**src/rtl/gcd_lcm_seq_if.sv**
```systemverilog
// Handshake bundle between the core's decoder/writeback path and the gcd/lcm sequencer.
// Optional GCDLCM_OVF_SAT_EN adds the ovf flag.
interface gcd_lcm_seq_if #(
  parameter int WIDTH = 32
);
  logic             start;
  logic             is_lcm;
  logic [WIDTH-1:0] srca;
  logic [WIDTH-1:0] srcb;
  logic             stall;
  logic             busy;
  logic             done;
  logic [WIDTH-1:0] result;
`ifdef GCDLCM_OVF_SAT_EN
  logic             ovf;

  modport master (
    output start, is_lcm, srca, srcb,
    input  stall, busy, done, result, ovf
  );

  modport slave (
    input  start, is_lcm, srca, srcb,
    output stall, busy, done, result, ovf
  );
`else
  modport master (
    output start, is_lcm, srca, srcb,
    input  stall, busy, done, result
  );

  modport slave (
    input  start, is_lcm, srca, srcb,
    output stall, busy, done, result
  );
`endif
endinterface

```
**src/rtl/gcd_lcm_seq.sv**
```systemverilog
// Multicycle gcd/lcm unit: subtractive Euclid, restoring divider and shift-add multiplier
// under one FSM. Define GCDLCM_OVF_SAT_EN to saturate overflowing lcm results and flag ovf.
module gcd_lcm_seq #(
  parameter int WIDTH = 32
) (
  input  logic          clk,
  input  logic          reset,
  gcd_lcm_seq_if.slave  bus
);

  localparam int CW = $clog2(WIDTH + 1);

  typedef enum logic [2:0] {IDLE, GCD, DIV, MUL, DONE} state_t;

  state_t             state, state_nx;
  logic [WIDTH-1:0]   a, b, a0, b0;    // a doubles as g once a==b
  logic               op;
  logic [WIDTH-1:0]   rem;
  logic [WIDTH-1:0]   quo;             // dividend/quotient in DIV, multiplier in MUL
  logic [2*WIDTH-1:0] mcand, acc;
  logic [CW-1:0]      cnt;
  logic [WIDTH-1:0]   result_q;
  logic               ovf_q;

  logic               zero_op;
  logic [WIDTH:0]     trial;
  logic               fits;
  logic [2*WIDTH-1:0] acc_nx;
  logic               last;

  assign zero_op = (bus.srca == '0) || (bus.srcb == '0);
  assign trial   = {rem, quo[WIDTH-1]};
  assign fits    = trial >= {1'b0, a};
  assign acc_nx  = quo[0] ? acc + mcand : acc;
  assign last    = cnt == CW'(WIDTH - 1);

  // NOTE: every signal assigned in always_comb gets a default first so no latch is inferred.
  always_comb begin
    state_nx  = state;
    bus.stall = 1'b0;
    bus.busy  = 1'b1;
    bus.done  = 1'b0;
    case (state)
      IDLE: begin
        bus.busy  = 1'b0;
        bus.stall = bus.start;
        if (bus.start) state_nx = zero_op ? DONE : GCD;
      end
      GCD: begin
        bus.stall = 1'b1;
        if (a == b) state_nx = op ? DIV : DONE;
      end
      DIV: begin
        bus.stall = 1'b1;
        if (last) state_nx = MUL;
      end
      MUL: begin
        bus.stall = 1'b1;
        if (last) state_nx = DONE;
      end
      DONE: begin
        bus.done = 1'b1;
        state_nx = IDLE;
      end
      default: state_nx = IDLE;
    endcase
  end

  // NOTE: sequential state uses non-blocking assignments so every register samples pre-edge values.
  always_ff @(posedge clk) begin
    if (reset) begin
      state    <= IDLE;
      a        <= '0;
      b        <= '0;
      a0       <= '0;
      b0       <= '0;
      op       <= 1'b0;
      rem      <= '0;
      quo      <= '0;
      mcand    <= '0;
      acc      <= '0;
      cnt      <= '0;
      result_q <= '0;
      ovf_q    <= 1'b0;
    end else begin
      state <= state_nx;
      case (state)
        IDLE: begin
          if (bus.start) begin
            a     <= bus.srca;
            b     <= bus.srcb;
            a0    <= bus.srca;
            b0    <= bus.srcb;
            op    <= bus.is_lcm;
            ovf_q <= 1'b0;
            // With one operand zero, gcd is the other operand (srca|srcb); lcm is zero.
            if (zero_op) result_q <= bus.is_lcm ? '0 : (bus.srca | bus.srcb);
          end
        end
        GCD: begin
          if (a > b) begin
            a <= a - b;
          end else if (b > a) begin
            b <= b - a;
          end else begin
            if (!op) result_q <= a;
            rem <= '0;
            quo <= a0;
            cnt <= '0;
          end
        end
        DIV: begin
          // rem < g always, so the trial difference fits back into WIDTH bits.
          rem <= fits ? WIDTH'(trial - {1'b0, a}) : trial[WIDTH-1:0];
          quo <= {quo[WIDTH-2:0], fits};
          cnt <= last ? '0 : cnt + 1'b1;
          if (last) begin
            acc   <= '0;
            mcand <= {{WIDTH{1'b0}}, b0};
          end
        end
        MUL: begin
          acc   <= acc_nx;
          mcand <= mcand << 1;
          quo   <= quo >> 1;
          cnt   <= cnt + 1'b1;
          if (last) begin
`ifdef GCDLCM_OVF_SAT_EN
            if (acc_nx[2*WIDTH-1:WIDTH] != '0) begin
              result_q <= '1;
              ovf_q    <= 1'b1;
            end else begin
              result_q <= acc_nx[WIDTH-1:0];
            end
`else
            result_q <= acc_nx[WIDTH-1:0];
`endif
          end
        end
        DONE: ovf_q <= 1'b0;
        default: ;
      endcase
    end
  end

  assign bus.result = result_q;
`ifdef GCDLCM_OVF_SAT_EN
  assign bus.ovf = ovf_q;
`endif

endmodule

```
**src/flat_wrapper.sv**
```systemverilog
// flat-port wrapper written by rule: the top's interface ports become plain ports
module gcd_lcm_seq_flat 
#(
  parameter int WIDTH = 32
)
  (clk, reset, bus_start, bus_is_lcm, bus_srca, bus_srcb, bus_stall, bus_busy, bus_done, bus_result);
  gcd_lcm_seq_if #(.WIDTH(WIDTH)) bus_i ();
  input  logic clk;
  input  logic reset;
  input wire logic [$bits(bus_i.start)-1:0] bus_start;
  input wire logic [$bits(bus_i.is_lcm)-1:0] bus_is_lcm;
  input wire logic [$bits(bus_i.srca)-1:0] bus_srca;
  input wire logic [$bits(bus_i.srcb)-1:0] bus_srcb;
  output wire logic [$bits(bus_i.stall)-1:0] bus_stall;
  output wire logic [$bits(bus_i.busy)-1:0] bus_busy;
  output wire logic [$bits(bus_i.done)-1:0] bus_done;
  output wire logic [$bits(bus_i.result)-1:0] bus_result;
  assign bus_i.start = bus_start;
  assign bus_i.is_lcm = bus_is_lcm;
  assign bus_i.srca = bus_srca;
  assign bus_i.srcb = bus_srcb;
  assign bus_stall = bus_i.stall;
  assign bus_busy = bus_i.busy;
  assign bus_done = bus_i.done;
  assign bus_result = bus_i.result;
  gcd_lcm_seq #(.WIDTH(WIDTH)) u_core (.clk(clk), .reset(reset), .bus(bus_i));
endmodule
```
**config.mk**
```make
export PLATFORM = sky130hd
export DESIGN_NAME = gcd_lcm_seq_flat
export DESIGN_NICKNAME = d
export VERILOG_FILES = /design/src/rtl/gcd_lcm_seq_if.sv /design/src/rtl/gcd_lcm_seq.sv /design/src/flat_wrapper.sv
export SDC_FILE = /design/constraint.sdc
export NUM_CORES = 1
export LEC_CHECK = 0
export BUFFER_PORTS_ARGS = -buffer_cell sky130_fd_sc_hd__buf_4
export CAP_MARGIN = 20
export CORE_MARGIN = 4
export CORE_UTILIZATION = 34
export DETAILED_ROUTE_END_ITERATION = 8
export GPL_TIMING_DRIVEN = 0
export SYNTH_ARGS = -nofsm -noshare
export SYNTH_HDL_FRONTEND = slang
export SYNTH_SLANG_ARGS = --single-unit
```
**constraint.sdc**
```tcl
create_clock -name clk -period 4.3 [get_ports clk]
set_clock_uncertainty 0.05 [all_clocks]
set_input_delay 0.43 -clock clk [delete_from_list [all_inputs] [get_ports clk]]
set_output_delay 0.43 -clock clk [all_outputs]
set_load 0.05 [all_outputs]
```
==> reports/results.ini <==
[run_status]
outcome=completed

[clock_network]
clk_latency_ns=0.58
root_buffer=clkbuf_16
post_cts_buffers=0
htree_levels=2
cts_tree=done
cts-hold-fix-buffers=0
cts.sinks=298
cts-buffers-inserted=38
path_clk_slew_ns=0.06
cts_buffer_depth=3

[sta]
rsz0062_at_grt=false
fin_tns_setup_ns=0
hold_viol=0
tightestPinTransition_ns=1.151
slew-limit-headroom_pct=22.74
whs_ns=0.09150
min_period_ns=4.113
slew_violations=0
setup_violations=0
fmax_ghz=0.2431
fin_crit_sh_pct=95.65

[floorplanning]
core_area_mm2=0.05759
start_util_pct=34.33
die-area_mm2=0.06206
die_width_um=249.1
die_height_um=249.1
num_io_pins=103
rows=88

[cells_and_area]
final_common_cell=nand2_1
syn_to_final_growth_pct=15.70
drive_gt1_share_pct=8.482
nFillCells=6027
fin_nets=2980
final_cell_mix=nand2_1, a21oi_1, dfxtp_1
fin_area_mm2=0.02287

[setup_path]
critPathSlowestCell=dfxtp_1
setup.worst_path.class=flop to flop
r2r_end=u_core.quo[4]
path_buf_inv=3
reg2regPathDepth=14
crit_fanout=10
cp-end-kind=flop
crit_path_frequent_cell=a21oi_2
r2r_start=u_core.a[1]
cp-endpoint=u_core.quo[4]
critPathLaunchType=flop
path_cells=inv_1 > fa_1 > nand2b_1 > a21oi_2 > o31a_1 > o21a_1 > a21o_1 > o21ai_1 > a21oi_2 > or3_1 > buf_2 > buf_1 > nand2_1 > a21oi_1
cp.depth=14
r2r_slack_ns=0.19
cpPeakStageDelay_ns=0.56
crit_start=u_core.a[1]
cp.required_ns=4.74
crit_arrival_ns=4.55
cpLargestDelayFamily=compound AO/OA/AOI/OAI gates

[synthesis]
synth_edf_count=0
avgSynthCellArea_um2=7.493
yosysSeqAreaShare_pct=30.18
synth_area_mm2=0.01977
yosysWarningCount=0
ys_ff_latch=298
syn_inst=2638
syn_nets=2838
synth_top_flop_cell=dfxtp_1
ys_async_sr_fraction_pct=0
synth_cell_types=76

[detailed_routing]
drtAntennaViolNets=0
drcViolationCount=0
post_drt_wl_per_cell_um=23.74
first_pass_iters=7
vias=21051
viasPerCell=5.892
drt_wl_total_mm=84.81
drt_iter0_drc=2406

[power]
p_int_mw=9.559
p_switching_mw=10.11
leakagePower_nw=8.770
p_per_area_mw_per_mm2=859.9
seqPwrFrac_pct=20.1
clockPowerShare_pct=17.8
sw_frac_of_total_pct=51.40
peakVddDrop_mv=0.3614
p_comb_share_pct=62.1

[placement]
numPortBuffers=102
place_area_mm2=0.02149
dpl.hpwl_mm=66.59
routabilityCongestion=0.9967

[global_routing]
grt_pass1_wl_mm=124.9
grt_pass1_vias=20166
grt_overflow=0
antenna_found_initial=5
track_usage_pct=25.88
grt_max_degree=13

[min_path]
hp-class=input port to flop

[run]
maxCapViolCount=0

layout make-up:
cell class	instances	area, µm²	share of cell area [%]
sequential	298	5967	26.09
clock inverter	14	220.2	0.9628
multi-input combinational	2064	12750	55.73
inverter	103	386.6	1.690
antenna	2	5.005	0.02188
clock buffer	52	1115	4.874
tap	765	957.2	4.185
timing repair buffer	102	765.7	3.348
buffer	173	708.2	3.096
cells by family after synthesis:
kind of cell | Yosys count | synth area share [%]
muxes | 69 | 3.513
xor gates and xnor gates | 107 | 4.741
buffers and inverters | 276 | 5.488
DFF | 298 | 30.18
adders and majority gates | 132 | 8.507
and+or+nand+nor | 869 | 18.65
AOI/OAI and AO/OA | 887 | 28.93
stage by stage:
step	cells	power, mW	setup slack [ns]	utilization (%)
2_1_floorplan	2638	12.05	1.256	-
3_3_place_gp	3505	15.64	-0.007144	37.32
3_5_place_dp	3505	15.73	-0.06982	37.32
4_1_cts	3571	19.30	0.1112	39.66
5_1_grt	3572	20.74	0.05143	39.71
6_report	3573	19.67	0.1871	39.72
power groups by stage:
stage	sequential, mW	clock [mW]	combinational (mW)
after global placement	3.97	0	11.7
after detailed placement	3.99	0	11.7
after floorplan	4.10	0	7.94
after CTS	3.93	3.53	11.8
final	3.95	3.50	12.2
after global routing	3.98	3.64	13.1
cell usage after synthesis, drive strengths merged, types with 12 or more instances:
library cell	count	area [µm²]
a21oi	316	1589
clkbuf	127	476.7
o21a	41	307.8
nand3	29	145.1
nor3	25	135.1
a311oi	66	578.1
nand4	21	131.4
nor4	24	156.4
nand2	448	1682
a21o	53	397.9
a221oi	22	205.2
o21ai	147	739.5
and2	14	87.58
a31oi	12	75.07
xnor2	79	691.9
nor2b	14	87.58
o21bai	28	210.2
buf	46	221.5
and3	15	93.84
dfxtp	298	5966
nand2b	13	81.33
mux2i	66	660.6
inv	103	386.6
xor2	28	245.2
o211ai	45	342.8
ha	128	1602
nor2	241	904.6
a211oi	97	733.2
sequential cells by signal (all words and copies together) (netlist names):
signal and cells:
u_core.cnt 6, u_core.a 32, u_core.a0 32, u_core.b 32
u_core.b0 32, u_core.acc 32, u_core.state 3, u_core.rem 32
u_core.quo 32, u_core.op 1, u_core.mcand 32, u_core.bus.result 32
how the worst min path moves through the flow:
stage                             from       endpoint  slack (ns)  cells after the start
after detailed placement  u_core.a0[9]   u_core.a0[9]        0.40                      2
final                     bus_srcb[30]  u_core.b0[30]        0.09                      3
after CTS                  bus_srca[4]   u_core.a0[4]        0.08                      3
after global placement    u_core.a0[9]   u_core.a0[9]        0.39                      2
after global routing      bus_srcb[19]  u_core.b0[19]        0.09                      3
after floorplan           u_core.b0[0]   u_core.b0[0]        0.39                      2
routing by layer:
layer / routed length (µm) / global-route usage [%] / vias to the layer above / part of all wire, %
met2: 35300 / 39.06 / 1091 / 42
li1: - / - / 9690 / -
met1: 36380 / 35.30 / 10041 / 43
met5: 13 / 0 / - / 0.015
met3: 9155 / 7.027 / 227 / 11
met4: 3955 / 9.962 / 2 / 4.7
worst min-delay path, delay by kind of cell:
kind	cells	cell delay, ns
AND/OR/NAND/NOR	1	0.05
buffers and inverters	1	0.14
AO/OA/AOI/OAI	1	0.05
what timing repair did:
action | CTS | global route
pin swaps | 0 | 0
gates resized for setup | 3 | 15
setup endpoints to repair | 17 | 67
(Power assumes the default switching activity.)
